--- src/rtl/flow_ctrl_unit_if.sv ---
// Interface: flow_ctrl_unit_if
// Purpose : bundles the decode-side op handshake, the ALU flag inputs and the
//           fetch redirect / status outputs of flow_ctrl_unit.
// Modports:
//   master - the decode/ALU/fetch side; drives mode, op_*, pc_in, flag_valid,
//            alu_*, trap_clear and observes the unit's outputs
//   slave  - flow_ctrl_unit itself
// Signals : mode, op_valid, op_ready, op_code[2:0], op_target[ADDR_W-1:0],
//           op_imm[2:0], pc_in[ADDR_W-1:0], flag_valid, alu_zero, alu_sign,
//           alu_carry, trap_clear, redirect_valid, redirect_pc[ADDR_W-1:0],
//           status[3:0], epc[ADDR_W-1:0], taken_cnt[15:0], nottaken_cnt[15:0]
interface flow_ctrl_unit_if #(
  parameter int ADDR_W = 20
);
  logic              mode;
  logic              op_valid;
  logic              op_ready;
  logic [2:0]        op_code;
  logic [ADDR_W-1:0] op_target;
  logic [2:0]        op_imm;
  logic [ADDR_W-1:0] pc_in;
  logic              flag_valid;
  logic              alu_zero;
  logic              alu_sign;
  logic              alu_carry;
  logic              trap_clear;
  logic              redirect_valid;
  logic [ADDR_W-1:0] redirect_pc;
  logic [3:0]        status;
  logic [ADDR_W-1:0] epc;
  logic [15:0]       taken_cnt;
  logic [15:0]       nottaken_cnt;

  modport master (
    output mode, op_valid, op_code, op_target, op_imm, pc_in,
           flag_valid, alu_zero, alu_sign, alu_carry, trap_clear,
    input  op_ready, redirect_valid, redirect_pc, status, epc,
           taken_cnt, nottaken_cnt
  );

  modport slave (
    input  mode, op_valid, op_code, op_target, op_imm, pc_in,
           flag_valid, alu_zero, alu_sign, alu_carry, trap_clear,
    output op_ready, redirect_valid, redirect_pc, status, epc,
           taken_cnt, nottaken_cnt
  );
endinterface

--- src/rtl/flow_ctrl_unit.sv ---
// Module : flow_ctrl_unit
// Purpose: program-flow executor. Latches ALU flags into a status register,
//          resolves JMP/JZ/JS/JZS, LSR/XSR and TRAP ops from decode, and emits a
//          one-cycle PC redirect to fetch. Tracks trap entry/exit with epc.
// Ports  :
//   clk   - rising-edge clock
//   rst_n - asynchronous active-low reset
//   bus   - flow_ctrl_unit_if.slave (op handshake, flags, redirect, status,
//           epc, branch counters)
// Config : FLOW_BRANCH_STATS_EN enables saturating taken/not-taken counters;
//          without it both counter outputs are tied to zero.
module flow_ctrl_unit #(
  parameter int                ADDR_W      = 20,
  parameter logic [ADDR_W-1:0] TRAP_VECTOR = 20'h00010
) (
  input  logic                 clk,
  input  logic                 rst_n,
  flow_ctrl_unit_if.slave      bus
);

  localparam int                HALF_W = ADDR_W / 2;
  localparam logic [ADDR_W-1:0] ONE_F  = 1;
  localparam logic [HALF_W-1:0] ONE_H  = 1;

  typedef enum logic [2:0] {
    OP_NOP  = 3'd0,
    OP_JMP  = 3'd1,
    OP_JZ   = 3'd2,
    OP_JS   = 3'd3,
    OP_JZS  = 3'd4,
    OP_LSR  = 3'd5,
    OP_XSR  = 3'd6,
    OP_TRAP = 3'd7
  } op_e;

  typedef enum logic {
    IDLE  = 1'b0,
    REDIR = 1'b1
  } state_e;

  state_e            state;
  logic [2:0]        flags;
  logic              trap_active;
  logic              redirect_valid;
  logic [ADDR_W-1:0] redirect_pc;
  logic [ADDR_W-1:0] epc;

  logic [2:0]        fwd;
  logic              accept;
  logic              is_branch;
  logic              taken;
  logic              trap_take;
  logic              clear_take;
  logic [ADDR_W-1:0] epc_next;
  op_e               op;

  // Half-word mode only exposes the low half of any address to fetch.
  function automatic logic [ADDR_W-1:0] fit_addr(input logic m,
                                                 input logic [ADDR_W-1:0] a);
    if (m) return a;
    return {{(ADDR_W-HALF_W){1'b0}}, a[HALF_W-1:0]};
  endfunction

  // A pending return-from-trap blocks the op handshake so the two cannot
  // both start a redirect in the same cycle.
  always_comb begin
    op         = op_e'(bus.op_code);
    fwd        = bus.flag_valid ? {bus.alu_carry, bus.alu_sign, bus.alu_zero}
                                : flags;
    clear_take = (state == IDLE) && bus.trap_clear && trap_active;
    bus.op_ready = (state == IDLE) && !(bus.trap_clear && trap_active);
    accept     = bus.op_valid && bus.op_ready;
    is_branch  = (op == OP_JMP) || (op == OP_JZ) || (op == OP_JS) ||
                 (op == OP_JZS);
    taken      = 1'b0;
    case (op)
      OP_JMP:  taken = 1'b1;
      OP_JZ:   taken = fwd[0];
      OP_JS:   taken = fwd[1];
      OP_JZS:  taken = fwd[0] | fwd[1];
      default: taken = 1'b0;
    endcase
    trap_take  = accept && (op == OP_TRAP) && !trap_active;
    epc_next   = bus.mode ? (bus.pc_in + ONE_F)
                          : {{(ADDR_W-HALF_W){1'b0}}, bus.pc_in[HALF_W-1:0] + ONE_H};
  end

  // Status flags, trap tracking and the IDLE/REDIR redirect sequencer.
  // LSR/XSR take priority over a same-cycle flag update.
  always_ff @(posedge clk or negedge rst_n) begin
    if (!rst_n) begin
      state          <= IDLE;
      flags          <= 3'b000;
      trap_active    <= 1'b0;
      redirect_valid <= 1'b0;
      redirect_pc    <= '0;
      epc            <= '0;
    end else begin
      redirect_valid <= 1'b0;

      if (accept && (op == OP_LSR))
        flags <= bus.op_imm;
      else if (accept && (op == OP_XSR))
        flags <= fwd ^ bus.op_imm;
      else if (bus.flag_valid)
        flags <= fwd;

      case (state)
        IDLE: begin
          if (clear_take) begin
            trap_active    <= 1'b0;
            state          <= REDIR;
            redirect_valid <= 1'b1;
            redirect_pc    <= fit_addr(bus.mode, epc);
          end else if (accept && is_branch && taken) begin
            state          <= REDIR;
            redirect_valid <= 1'b1;
            redirect_pc    <= fit_addr(bus.mode, bus.op_target);
          end else if (trap_take) begin
            epc            <= epc_next;
            trap_active    <= 1'b1;
            state          <= REDIR;
            redirect_valid <= 1'b1;
            redirect_pc    <= fit_addr(bus.mode, TRAP_VECTOR);
          end
        end
        REDIR: state <= IDLE;
        default: state <= IDLE;
      endcase
    end
  end

  assign bus.redirect_valid = redirect_valid;
  assign bus.redirect_pc    = redirect_pc;
  assign bus.status         = {trap_active, flags};
  assign bus.epc            = epc;

`ifdef FLOW_BRANCH_STATS_EN
  logic [15:0] taken_cnt;
  logic [15:0] nottaken_cnt;

  // Outcome counters for accepted branches; both stick at all-ones.
  always_ff @(posedge clk or negedge rst_n) begin
    if (!rst_n) begin
      taken_cnt    <= 16'h0000;
      nottaken_cnt <= 16'h0000;
    end else if (accept && is_branch) begin
      if (taken) begin
        if (taken_cnt != 16'hFFFF) taken_cnt <= taken_cnt + 16'h0001;
      end else begin
        if (nottaken_cnt != 16'hFFFF) nottaken_cnt <= nottaken_cnt + 16'h0001;
      end
    end
  end

  assign bus.taken_cnt    = taken_cnt;
  assign bus.nottaken_cnt = nottaken_cnt;
`else
  assign bus.taken_cnt    = 16'h0000;
  assign bus.nottaken_cnt = 16'h0000;
`endif

endmodule
--- src/flat_wrapper.sv ---
// flat-port wrapper written by rule: the top's interface ports become plain ports
module flow_ctrl_unit_flat 
#(
  parameter int                ADDR_W      = 20,
  parameter logic [ADDR_W-1:0] TRAP_VECTOR = 20'h00010
)
  (clk, rst_n, bus_mode, bus_op_valid, bus_op_code, bus_op_target, bus_op_imm, bus_pc_in, bus_flag_valid, bus_alu_zero, bus_alu_sign, bus_alu_carry, bus_trap_clear, bus_op_ready, bus_redirect_valid, bus_redirect_pc, bus_status, bus_epc, bus_taken_cnt, bus_nottaken_cnt);
  flow_ctrl_unit_if #(.ADDR_W(ADDR_W)) bus_i ();
  input  logic clk;
  input  logic rst_n;
  input wire logic [$bits(bus_i.mode)-1:0] bus_mode;
  input wire logic [$bits(bus_i.op_valid)-1:0] bus_op_valid;
  input wire logic [$bits(bus_i.op_code)-1:0] bus_op_code;
  input wire logic [$bits(bus_i.op_target)-1:0] bus_op_target;
  input wire logic [$bits(bus_i.op_imm)-1:0] bus_op_imm;
  input wire logic [$bits(bus_i.pc_in)-1:0] bus_pc_in;
  input wire logic [$bits(bus_i.flag_valid)-1:0] bus_flag_valid;
  input wire logic [$bits(bus_i.alu_zero)-1:0] bus_alu_zero;
  input wire logic [$bits(bus_i.alu_sign)-1:0] bus_alu_sign;
  input wire logic [$bits(bus_i.alu_carry)-1:0] bus_alu_carry;
  input wire logic [$bits(bus_i.trap_clear)-1:0] bus_trap_clear;
  output wire logic [$bits(bus_i.op_ready)-1:0] bus_op_ready;
  output wire logic [$bits(bus_i.redirect_valid)-1:0] bus_redirect_valid;
  output wire logic [$bits(bus_i.redirect_pc)-1:0] bus_redirect_pc;
  output wire logic [$bits(bus_i.status)-1:0] bus_status;
  output wire logic [$bits(bus_i.epc)-1:0] bus_epc;
  output wire logic [$bits(bus_i.taken_cnt)-1:0] bus_taken_cnt;
  output wire logic [$bits(bus_i.nottaken_cnt)-1:0] bus_nottaken_cnt;
  assign bus_i.mode = bus_mode;
  assign bus_i.op_valid = bus_op_valid;
  assign bus_i.op_code = bus_op_code;
  assign bus_i.op_target = bus_op_target;
  assign bus_i.op_imm = bus_op_imm;
  assign bus_i.pc_in = bus_pc_in;
  assign bus_i.flag_valid = bus_flag_valid;
  assign bus_i.alu_zero = bus_alu_zero;
  assign bus_i.alu_sign = bus_alu_sign;
  assign bus_i.alu_carry = bus_alu_carry;
  assign bus_i.trap_clear = bus_trap_clear;
  assign bus_op_ready = bus_i.op_ready;
  assign bus_redirect_valid = bus_i.redirect_valid;
  assign bus_redirect_pc = bus_i.redirect_pc;
  assign bus_status = bus_i.status;
  assign bus_epc = bus_i.epc;
  assign bus_taken_cnt = bus_i.taken_cnt;
  assign bus_nottaken_cnt = bus_i.nottaken_cnt;
  flow_ctrl_unit #(.ADDR_W(ADDR_W), .TRAP_VECTOR(TRAP_VECTOR)) u_core (.clk(clk), .rst_n(rst_n), .bus(bus_i));
endmodule
--- config.mk ---
export PLATFORM = sky130hd
export DESIGN_NAME = flow_ctrl_unit_flat
export DESIGN_NICKNAME = d
export VERILOG_FILES = /design/src/rtl/flow_ctrl_unit_if.sv /design/src/rtl/flow_ctrl_unit.sv /design/src/flat_wrapper.sv
export SDC_FILE = /design/constraint.sdc
export NUM_CORES = 1
export LEC_CHECK = 0
export CORE_ASPECT_RATIO = 0.9
export CORE_UTILIZATION = 35
export DETAILED_ROUTE_END_ITERATION = 10
export HOLD_SLACK_MARGIN = 0.12
export PLACE_DENSITY = 0.76
export SYNTH_ARGS = -nofsm -noshare
export SYNTH_HDL_FRONTEND = slang
export SYNTH_SLANG_ARGS = --single-unit
--- constraint.sdc ---
create_clock -name clk -period 3.1 [get_ports clk]
set_input_delay 0.62 -clock clk [delete_from_list [all_inputs] [get_ports clk]]
set_output_delay 0.62 -clock clk [all_outputs]
set_load 0.05 [all_outputs]
* Word level (Yosys, flattened, before mapping)
Index checks and enable logic that the tools add are counted.
Word-level totals: bits in registers 46, input port bits 55, output and inout bits 78, logic and storage cells 76
Cells by class: $add $sub $neg 2, equality and inequality tests 8, multiplexer cells 33, bitwise operators 5, reduce and logical (&&, ||, !) cells 22
Operators by type and width (number):
- two-way mux 20 bit | 10
- adder 20 x 1 -> 20 bit, second input constant | 1
- two-way mux 1 bit | 17
- equality test 3 bit, second input constant | 4
- two-way mux 3 bit | 4
- logical AND 1 bit | 11
- adder 10 x 1 -> 10 bit, second input constant | 1
- equality test 3 x 2 -> 1 bit, second input constant | 2
- nonzero test 3 bit | 2
- one-hot mux 1 bit (4 select lines) | 1
- AND reduction 4 bit | 1
- equality test 3 x 1 -> 1 bit, second input constant | 1
- logical OR 1 bit | 3
- inverter 1 bit | 3
- AND reduction 3 bit | 1
- XOR 3 bit | 1
- logical NOT 1 bit | 2
- != test 2 x 1 -> 1 bit, second input constant | 1
- one-hot mux 1 bit (2 select lines) | 1
- AND reduction 2 bit | 1
- nonzero test 2 bit | 1
- bitwise OR 1 bit | 1

* Depth between registers and ports, before layout
word-level depth 14, mapped depth 7, mapped depth without buffers 6

* Worst setup path before layout
OpenSTA, ideal clock, no wires.
kind reg2reg, start reg u_core.bus.redirect_valid (netlist name), end reg u_core.redirect_pc[0] (netlist: u_core.bus.redirect_pc[0]), data arrival time 2.032 ns, setup slack 0.945 ns, stages on the path, launching flop included 7, path buffers 1, clock period less this slack 2.155 ns, cells stage by stage dfrtp_1 a21o_1 inv_1 nand2_1 or2_2 buf_2 o221a_2
RTL lines:
- to (signal assigned) | RTL line flow_ctrl_unit.sv:114 | redirect_pc <= fit_addr(bus.mode, epc);
- to (signal assigned) | RTL line flow_ctrl_unit.sv:118 | redirect_pc <= fit_addr(bus.mode, bus.op_target);
- to (signal assigned) | RTL line flow_ctrl_unit.sv:124 | redirect_pc <= fit_addr(bus.mode, TRAP_VECTOR);
- to (decl) | RTL line flow_ctrl_unit.sv:45 | logic [ADDR_W-1:0] redirect_pc;

* Worst setup path in the final report
start in bus_flag_valid, end reg u_core.redirect_pc[1] (netlist: u_core.bus.redirect_pc[1])
On the way: word-level cells in the longest chain between the ends 6
Ends and longest elaborated chain:
- from (decl) | RTL line flat_wrapper.sv:17 | input wire logic [$bits(bus_i.flag_valid)-1:0] bus_flag_valid;
- two-way mux 3 bit * | RTL line flow_ctrl_unit.sv:68 | fwd = bus.flag_valid ? {bus.alu_carry, bus.alu_sign, bus.alu_zero}
- bitwise OR 1 bit | RTL line flow_ctrl_unit.sv:80 | OP_JZS: taken = fwd[0] | fwd[1];
- one-hot mux 1 bit (4 select lines) * | RTL line flow_ctrl_unit.sv:76 | case (op)
- logical AND 1 bit * | RTL line flow_ctrl_unit.sv:115 | end else if (accept && is_branch && taken) begin
- nonzero test 3 bit (no source line) or two-way mux 20 bit (tied branches)
- AND reduction 2 bit (no source line) or two-way mux 20 bit (tied branches)
Every way passes the cells marked *; elsewhere a longest branch is shown, timed or not. A chain may end at the register's enable or synchronous reset.

==> out/metrics.csv <==
stage;metric;value;unit
floorplanning;Die Ht;90.04;um
logic_synthesis;Yosys top cell by area;dfrtp_1;
logic_synthesis;Synth async-reset ratio;1.000;
cts;H-tree Lvls;2;
sta;slew margin rel.;0.3419;
setup_path;worst reg2reg path depth;4;
setup_path;CP Capture Type;flop;
route;Post-Route WL;7967;um
logic_synthesis;count of state elements after synthesis;45;
logic_synthesis;Area contributors post-synth;dfrtp_1 (37%), buf_4 (8.5%), nand2_1 (5.9%);
route;DRC Markers;0;
place;gpl congestion;0.8498;
global_routing;vias in the first global route;2680;
logic_synthesis;complex-gate fraction of the synthesized area;0.2466;
setup_path;reg2reg setup slack;1.21;ns
logic_synthesis;main combinational cell family by area after synthesis;compound AO/OA/AOI/OAI gates;
logic_synthesis;most frequent cells after synthesis;nand2_1 (47), dfrtp_1 (45), buf_4 (34), nand3_1 (20), o21ai_0 (20);
logic_synthesis;Distinct cells, synth;43;
sta;endpoints failing setup;0;
place;hpwl dp;6310;um
cells_and_area;Core Util, Final;0.4975;
global_routing;largest net degree at the start of global routing;46;
place;I/O Buffers;100;
sta;worst-margin pin slew;0.9871;ns
cts;Longest Clk Path Bufs;2;
sta;Hold WS;0.4810;ns
setup_path;worst path arrival time;2.66;ns
route;wire per inst;14.49;um
global_routing;Congestion Overflow GR;0;
setup_path;max incr delay on CP;0.65;ns
setup_path;r2r startpoint;u_core.bus.redirect_valid;
logic_synthesis;Post-synth top flop;dfrtp_1;
flow_run;max cap viols;0;
logic_synthesis;Synth Cell Area;0.003014;mm^2
pwr;P_leak;1.697;nW
floorplanning;standard-cell rows;31;
logic_synthesis;Post-Syn Instances;341;
logic_synthesis;top-area cell type share of the netlist area;0.3736;
global_routing;initial antenna violation count;0;
logic_synthesis;Syn Area/Cell;8.839;um^2
route;drt first pass iters;5;
logic_synthesis;Synth Area in XOR/XNOR;0.05230;
route;Routed Antenna Nets;0;
setup_path;CP Cell Sequence;clkdlybuf4s50_1, mux2i_1, nor2_1, a21oi_1, buf_4, or2_2, o221a_2;
logic_synthesis;sequential area share after synthesis;0.3736;
cts;Clock Sinks;45;
sta;RSZ-0062 raised after global routing;false;
cells_and_area;synthesis-to-finish area growth;35.08;%
cells_and_area;nets;490;
logic_synthesis;simple-gate share of the synthesized area;0.1880;
sta;final worst path period need;2.423;ns
logic_synthesis;Adder-Cell Fraction of Synth Area;0.004151;
setup_path;reg2reg end;u_core.bus.redirect_pc[4];
logic_synthesis;EDFF count, synth;0;
route;Detailed Route Iter0 Violations;145;
logic_synthesis;mux contribution to synthesized area;0.01370;
setup_path;Worst Path Required;3.34;ns
hold_path;hold crit path type;in -> async;
place;Place WS;0.3787;ns
sta;Tcrit/Tclk final;0.7816;
cells_and_area;fillcell total;749;
cts;CTS root buf;clkbuf_8;
logic_synthesis;top-count cell post-synth;nand2_1;
route;vias per std cell;5.045;
cts;post-cts gate resize count;0;
sta;Final TNS setup;0;ns
cts;cts hold-fix bufs;0;
cts;TritonCTS clock tree;yes;
setup_path;Startpoint Class;input port;
logic_synthesis;warnings from Yosys;0;
status;status;finished, final reports clean;
floorplanning;Die ar.;0.008987;mm^2
sta;Final Hold Fails;0;
floorplanning;Die X-Extent;99.82;um
floorplanning;core area;0.008184;mm^2
cts;clock-pin slew on the worst setup and hold paths;0.08;ns
setup_path;Crit-path slowest cell;clkdlybuf4s50_1;
global_routing;total track usage;0.1839;
cells_and_area;antenna cells;0;
floorplanning;Initial Utilization;0.3683;
sta;final max-slew violation count;0;
setup_path;Max Fanout on Critical Path;11;
cts;Post-CTS Repair Setup Buffers;0;
cts;clock latency on the worst-skew pair;0.29;ns
sta;f_max;412.7;MHz
cts;CTS Buf Count;5;
global_routing;global-route wire length before repair;13210;um
cells_and_area;share of cells above drive strength 1;0.07586;
route;via count;2775;
setup_path;Setup CP Type;in -> reg;
pwr;Max IR drop VDD;0.3028;mV
pwr;Pwr per Cell Area;730.9;mW/mm^2
sta;Clock Skews;0.002533;ns
floorplanning;Top Ports;133;
sta;setup ws final;0.6771;ns
-- registers in the layout, indices dropped and copies added, names as in the netlist --
name	flops
u_core.bus.epc	20
u_core.bus.redirect_pc	20
u_core.bus.redirect_valid	1
u_core.flags	3
u_core.trap_active	1
-- layout by cell type, fill, tap and decap left out, types with 10 or more instances in the layout --
cell type,count
dfrtp_1,45
o211ai_1,10
nand2_1,47
xor2_1,16
a22oi_1,10
conb_1,32
clkdlybuf4s50_1,98
nand3_1,20
o21ai_0,20
a21o_1,11
nor2_1,15
-- kinds of logic (layout without fill, tap and decap cells) --
logic type / count (synthesis) / after routing
adder cells (fa/ha/maj): 1 / 1
AO/OA/AOI/OAI: 98 / 98
XOR/XNOR: 18 / 18
buffers and inverters: 58 / 121
multiplexers: 4 / 4
other: 1 / 32
flip-flops: 45 / 45
AND/OR/NAND/NOR: 116 / 116
-- worst max-delay path: cells and delay by family --
family / cells / cell delay, ns
AO/OA/AOI/OAI: 2 / 0.40
multiplexers: 1 / 0.45
AND/OR/NAND/NOR: 2 / 0.31
buffers and inverters: 2 / 0.87
-- per-layer routing --
metal	global-route usage	wire, um
met1	0.2597	3700
met2	0.2902	3611
met3	0.02799	519
met4	0.05147	135
met5	0	0
-- power breakdown --
group / switching [mW] / internal [mW]
Sequential: 0.183 / 0.774
Clock: 0.190 / 0.156
Combinational: 1.07 / 0.603
Total: 1.44 / 1.53
-- metrics by stage --
step,instances,power [mW],cell area (um^2)
2_1_floorplan,372,2.077,3131
3_3_place_gp,542,2.620,3989
4_1_cts,550,2.998,4071
6_report,550,2.976,4071
3_5_place_dp,542,2.645,3989
5_1_grt,550,3.138,4071
-- final cells by class --
| type | count | area [um^2] | share of cell area |
|---|---|---|---|
| clock buffers | 6 | 72.57 | 0.01782 |
| clock inverters | 2 | 10.01 | 0.002459 |
| inverters | 5 | 18.77 | 0.004610 |
| multi-input cells | 269 | 1647 | 0.4044 |
| flip-flops and latches | 45 | 1126 | 0.2766 |
| well taps | 115 | 143.9 | 0.03534 |
| repair buffers | 108 | 1054 | 0.2588 |
-- worst max path at each step --
stage	to	depth (start not counted)	start	slack (ns)
final	u_core.bus.redirect_pc[1]	7	bus_flag_valid	0.68
after floorplan	u_core.bus.redirect_pc[0]	6	u_core.bus.redirect_valid	0.95
after detailed placement	u_core.bus.redirect_pc[1]	6	bus_flag_valid	0.38
after global placement	u_core.bus.redirect_pc[7]	7	bus_flag_valid	0.50
after CTS	bus_redirect_valid	1	u_core.bus.redirect_valid	0.68
after global routing	u_core.bus.redirect_pc[1]	6	bus_flag_valid	0.54
Power figures use the tool's default switching activity.
